--- src/rtl/dircc_status_regfile.sv ---
// Per-device status register file: bus-visible state/extra/user words, sticky
// event flags with write-1-to-clear, per-slot interrupt enables and a hardware update port.
module dircc_status_regfile #(
    parameter int NUM_DEVS      = 4,
    parameter int ADDRESS_WIDTH = 15,
    parameter int BYTE_WIDTH    = 8,
    localparam int MEM_WIDTH    = 16,
    localparam int DEV_W        = (NUM_DEVS > 1) ? $clog2(NUM_DEVS) : 1
) (
    input  logic                       clk,
    input  logic                       reset_n,
    input  logic [ADDRESS_WIDTH-1:0]   mem_address,
    input  logic                       mem_write,
    input  logic [MEM_WIDTH-1:0]       mem_writedata,
    output logic [MEM_WIDTH-1:0]       mem_readdata,
    input  logic                       hw_valid,
    output logic                       hw_ready,
    input  logic [DEV_W-1:0]           hw_dev,
    input  logic                       hw_exclusive,
    input  logic [15:0]                hw_state,
    input  logic [15:0]                hw_extra,
    output logic [NUM_DEVS*16-1:0]     dev_state,
    output logic                       irq
);

    localparam int SLOT_W = ADDRESS_WIDTH - 4;
    localparam int BPW    = MEM_WIDTH / BYTE_WIDTH;

    logic [15:0]           r_state [NUM_DEVS];
    logic [15:0]           r_extra [NUM_DEVS];
    logic [BYTE_WIDTH-1:0] r_user  [NUM_DEVS][4*BPW];
    logic [2:0]            r_evt   [NUM_DEVS];
    logic [2:0]            r_en    [NUM_DEVS];
    logic [MEM_WIDTH-1:0]  r_readdata;
    logic                  r_irq;

    logic [SLOT_W-1:0]     w_slot;
    logic [2:0]            w_word;
    logic                  w_unused_addr0;
    logic                  w_upd       [NUM_DEVS];
    logic                  w_wr        [NUM_DEVS];
    logic                  w_chg       [NUM_DEVS];
    logic [15:0]           w_new_state [NUM_DEVS];
    logic [2:0]            w_set       [NUM_DEVS];
    logic [2:0]            w_clr       [NUM_DEVS];
    logic [MEM_WIDTH-1:0]  w_rd;
    logic                  w_irq_any;

    assign w_slot         = mem_address[ADDRESS_WIDTH-1:4];
    assign w_word         = mem_address[3:1];
    assign w_unused_addr0 = mem_address[0];

    // A bus write to the state or extra word of the slot being updated takes the cycle.
    assign hw_ready = !(mem_write && (w_word[2:1] == 2'b00) && (int'(w_slot) == int'(hw_dev)));

    always_comb begin
        for (int i = 0; i < NUM_DEVS; i++) begin
            w_upd[i]       = hw_valid && hw_ready && (int'(hw_dev) == i);
            w_wr[i]        = mem_write && (int'(w_slot) == i);
            w_new_state[i] = hw_exclusive ? hw_state : (r_state[i] | hw_state);
            w_chg[i]       = w_upd[i] && (w_new_state[i] != r_state[i]);
            w_set[i]       = {w_chg[i] && r_evt[i][0],
                              w_upd[i] && (hw_extra != r_extra[i]),
                              w_chg[i]};
            w_clr[i]       = (w_wr[i] && (w_word == 3'd6)) ? mem_writedata[2:0] : 3'b000;
        end
    end

    always_comb begin
        w_rd      = '0;
        w_irq_any = 1'b0;
        for (int i = 0; i < NUM_DEVS; i++) begin
            w_irq_any = w_irq_any | (|(r_evt[i] & r_en[i]));
            if (int'(w_slot) == i) begin
                case (w_word)
                    3'd0:    w_rd = r_state[i];
                    3'd1:    w_rd = r_extra[i];
                    3'd6:    w_rd = {{(MEM_WIDTH-3){1'b0}}, r_evt[i]};
                    3'd7:    w_rd = {{(MEM_WIDTH-3){1'b0}}, r_en[i]};
                    default: begin
                        for (int k = 0; k < 4; k++) begin
                            if (w_word == 3'(k + 2)) begin
                                for (int b = 0; b < BPW; b++) begin
                                    w_rd[b*BYTE_WIDTH +: BYTE_WIDTH] = r_user[i][k*BPW+b];
                                end
                            end
                        end
                    end
                endcase
            end
        end
    end

    always_ff @(posedge clk or negedge reset_n) begin
        if (!reset_n) begin
            for (int i = 0; i < NUM_DEVS; i++) begin
                r_state[i] <= '0;
                r_extra[i] <= '0;
                r_evt[i]   <= '0;
                r_en[i]    <= '0;
                for (int b = 0; b < 4*BPW; b++) begin
                    r_user[i][b] <= '0;
                end
            end
            r_readdata <= '0;
            r_irq      <= 1'b0;
        end else begin
            for (int i = 0; i < NUM_DEVS; i++) begin
                if (w_upd[i]) begin
                    r_state[i] <= w_new_state[i];
                    r_extra[i] <= hw_extra;
                end
                if (w_wr[i]) begin
                    case (w_word)
                        3'd0:    r_state[i] <= mem_writedata;
                        3'd1:    r_extra[i] <= mem_writedata;
                        3'd7:    r_en[i]    <= mem_writedata[2:0];
                        default: begin
                            for (int k = 0; k < 4; k++) begin
                                if (w_word == 3'(k + 2)) begin
                                    for (int b = 0; b < BPW; b++) begin
                                        r_user[i][k*BPW+b] <= mem_writedata[b*BYTE_WIDTH +: BYTE_WIDTH];
                                    end
                                end
                            end
                        end
                    endcase
                end
                // Clear first, then set, so a same-cycle event survives its own W1C.
                r_evt[i] <= (r_evt[i] & ~w_clr[i]) | w_set[i];
            end
            r_readdata <= w_rd;
            r_irq      <= w_irq_any;
        end
    end

    assign mem_readdata = r_readdata;
    assign irq          = r_irq;

    for (genvar g = 0; g < NUM_DEVS; g++) begin : g_dev_state
        assign dev_state[16*g +: 16] = r_state[g];
    end

endmodule

--- config.mk ---
export PLATFORM = sky130hd
export DESIGN_NAME = dircc_status_regfile
export DESIGN_NICKNAME = d
export VERILOG_FILES = /design/src/rtl/dircc_status_regfile.sv
export SDC_FILE = /design/constraint.sdc
export NUM_CORES = 1
export LEC_CHECK = 0
export ABC_CLOCK_PERIOD_IN_PS = 1400
export CAP_MARGIN = 20
export CORE_ASPECT_RATIO = 0.9
export CORE_UTILIZATION = 30
export CTS_CLUSTER_SIZE = 14
export DETAILED_ROUTE_END_ITERATION = 12
export GPL_TIMING_DRIVEN = 0
export PLACE_DENSITY = 0.53
export RECOVER_POWER = 50
export SYNTH_ARGS = -nofsm -noshare
export SYNTH_HDL_FRONTEND = slang
export SYNTH_SLANG_ARGS = --single-unit
--- constraint.sdc ---
create_clock -name clk -period 1.4 [get_ports clk]
set_input_delay 0.21 -clock clk [delete_from_list [all_inputs] [get_ports clk]]
set_output_delay 0.21 -clock clk [all_outputs]
set_load 0.1 [all_outputs]
==> metrics <==
outcome finished, violations left; failing checks capacitance limit, slew limit, setup timing; clk slew on worst S/H paths 60 ps; Site Rows 95; Avg Inst Size Synth 11.17 um^2; Routed Antenna Nets 0; clock group share of total power 34.1%; max_slew headroom -5.739%; Sequential Power Share 36.9%; sequential fraction of the synthesis area 46.79%; Root Driver clkbuf_16; leading cell type in the layout, fill and taps excluded dfrtp_1; Comb power frac 29.0%; first-pass GRT wire length 164.9 mm; Ports 152; die height 263.1 um; GRT Resource Usage Total 30.73%; largest net degree at the start of global routing 117; Via density 6.005; Iteration-0 DRC Markers 2349; Die Wd 292.2 um; Max H-tree Level 2; Max-Cap Viols 1; CTS tree built; Clock Latency Late Sink 620 ps; Crit path arrival time 2460 ps; Pwr Density 1201 nW/um^2; CTS buffer count 51; PnR worst setup slack -582.8 ps; drt total wl 120.5 mm; CTS hold repair buffers 5; critical path's top delay family multiplexers; placed cells 3137; Final Cycle Share 141.6%; # setup viols final 431; crit path capture type register; Peak VDD IR 0.9060 mV; leak pwr 14.80 nW; via count 20850; min cycle time layout 1983 ps; RSZ-0062 raised after global routing yes; core box area 74770 um^2; Port Buffers 126; WHS 10.08 ps; GP Congestion 0.9622; required time worst endpoint 1880 ps; CP max-delay cell mux4_2; worst-path cell chain mux4_2, mux2_4, nand2_2, o211ai_1, a22o_1; initial antenna violation count 3; hold crit path type input port to asynchronous set/reset pin; total grt overflow 0; Psw 14.57 mW; crit start category register; fin. max-slew vios 101; drt drc 0; Crit path largest cell delay 600 ps; Worst Tran Pin Value 1586 ps; wire per inst 34.71 um; DP Wirelength 84.66 mm; largest fanout on the critical path 2; Syn Nets 2105; Layout Cells excl Fill 3473; max frequency 0.5043 GHz; post-synth cell types 70; Internal 25.73 mW; Cell Area, Synth 22730 um^2; die area 76870 um^2; vias in the first global route 20400; Starting Density 30.40%; Sinks on Clock Net 425; Mapped Cells 2035; number of synthesized flops with an enable pin 0; post-synthesis async set-or-reset flop share 100.0%; n_diodes 0; most frequent cells in the layout 354 x dfrtp_1, 216 x mux2_2, 139 x buf_4; Net count, final 2531; CTS Buffer Depth 3; layout cells sized above 1 48.74%; final hold vios 0; dpl ws -2348 ps; area grow syn2layout 47.59%; Fillers 6789; CP Buf/Inv Count 0; ys flop type dfrtp_1; Synth Register Bits 425; clock skew 27.77 ps; yosys warns 0; DRT Pass-1 Iters 5; kind of critical path register to register; sw frac 36.16%
[sequential cells by signal, summed over array words and instances (netlist names)]
| name | cells |
|---|---|
| irq | 1 |
| r_user | 256 |
| mem_readdata | 16 |
| r_extra | 64 |
| r_en | 12 |
| r_evt | 12 |
| dev_state | 64 |
[repair_timing]
action / CTS / global route
setup buffers: 160 / 73
cloned: 13 / 4
hold endpoints to repair: 105 / 100
setup endpoints to repair: 506 / 497
gates resized for setup: 1283 / 225
pin swaps: 116 / 91
[power groups by stage]
stage               sequential, mW  combinational [mW]  clock, mW
floorplan                     16.6                2.80          0
global placement              15.2                7.97          0
detailed placement            15.2                8.11          0
CTS                           14.9                10.5       13.8
global route                  14.8                11.9       14.3
finish                        14.9                11.7       13.7
[cells by family after synthesis]
logic type / share of synthesized area [%]
AOI/OAI and AO/OA: 13.25
xor gates and xnor gates: 2.543
buffers and inverters: 3.776
DFF: 46.79
muxes: 23.58
and+or+nand+nor: 10.06
[per-layer routing]
metal / track usage [%] / wire (um)
met4: 16.32 / 7826
met2: 44.03 / 50100
met3: 8.265 / 12480
met1: 42.06 / 50130
met5: 0 / 0
[synth_stat cells (40+ instances only)]
master	count	area, um^2
mux2_2	290	3266
nor2_1	112	420.4
a21oi_1	55	275.3
buf_2	40	200.2
dfrtp_1	425	10640
mux2i_1	126	1261
nand2_1	132	495.5
xnor2_1	65	569.3
o21ai_0	100	500.5
clkbuf_1	126	473.0
nor2b_1	67	419.2
nand2b_1	45	281.5
[area by class of cell]
cell class | instances | area [um^2] | area share, %
Sequential cell | 425 | 10760 | 32.06
Clock buffer | 69 | 1434 | 4.274
Tap cell | 970 | 1214 | 3.618
Multi-Input combinational cell | 1406 | 13190 | 39.30
Timing Repair Buffer | 379 | 4793 | 14.29
Buffer | 179 | 1819 | 5.423
Inverter | 19 | 81.33 | 0.2424
Clock inverter | 26 | 264.0 | 0.7870
[worst paths after layout]
path                         startpoint  slack, ps  cells past startpoint         endpoint
min                             reset_n         10                      1     dev_state[4]
max                        dev_state[1]       -580                      5  mem_readdata[1]
min in group clk           hw_extra[10]         10                      3      r_extra[10]
min reg2reg                 r_user[253]        500                      1      r_user[253]
max in group asynchronous       reset_n          0                      2       r_user[80]
max reg2reg                dev_state[1]       -580                      5  mem_readdata[1]
[worst register-to-register path: cells and delay by family (launching register included)]
kind               cells  cell delay [ps]
and+or+nand+nor        1               60
DFF                    1              510
AOI/OAI and AO/OA      2              390
muxes                  2              910
[stage by stage]
step           instance area [um^2]  TNS (ps)  util [%]  power [mW]
5_1_grt                       33550   -157610     44.87       41.08
3_3_place_gp                  26040  -9051430     34.83       23.18
3_5_place_dp                  26170   -742920     35.01       23.28
6_report                      33550    -84410     44.87       40.29
2_1_floorplan                 23560   -174710         -       19.40
4_1_cts                       32210    -95370     43.08       39.25
Power figures use the tool's default switching activity.
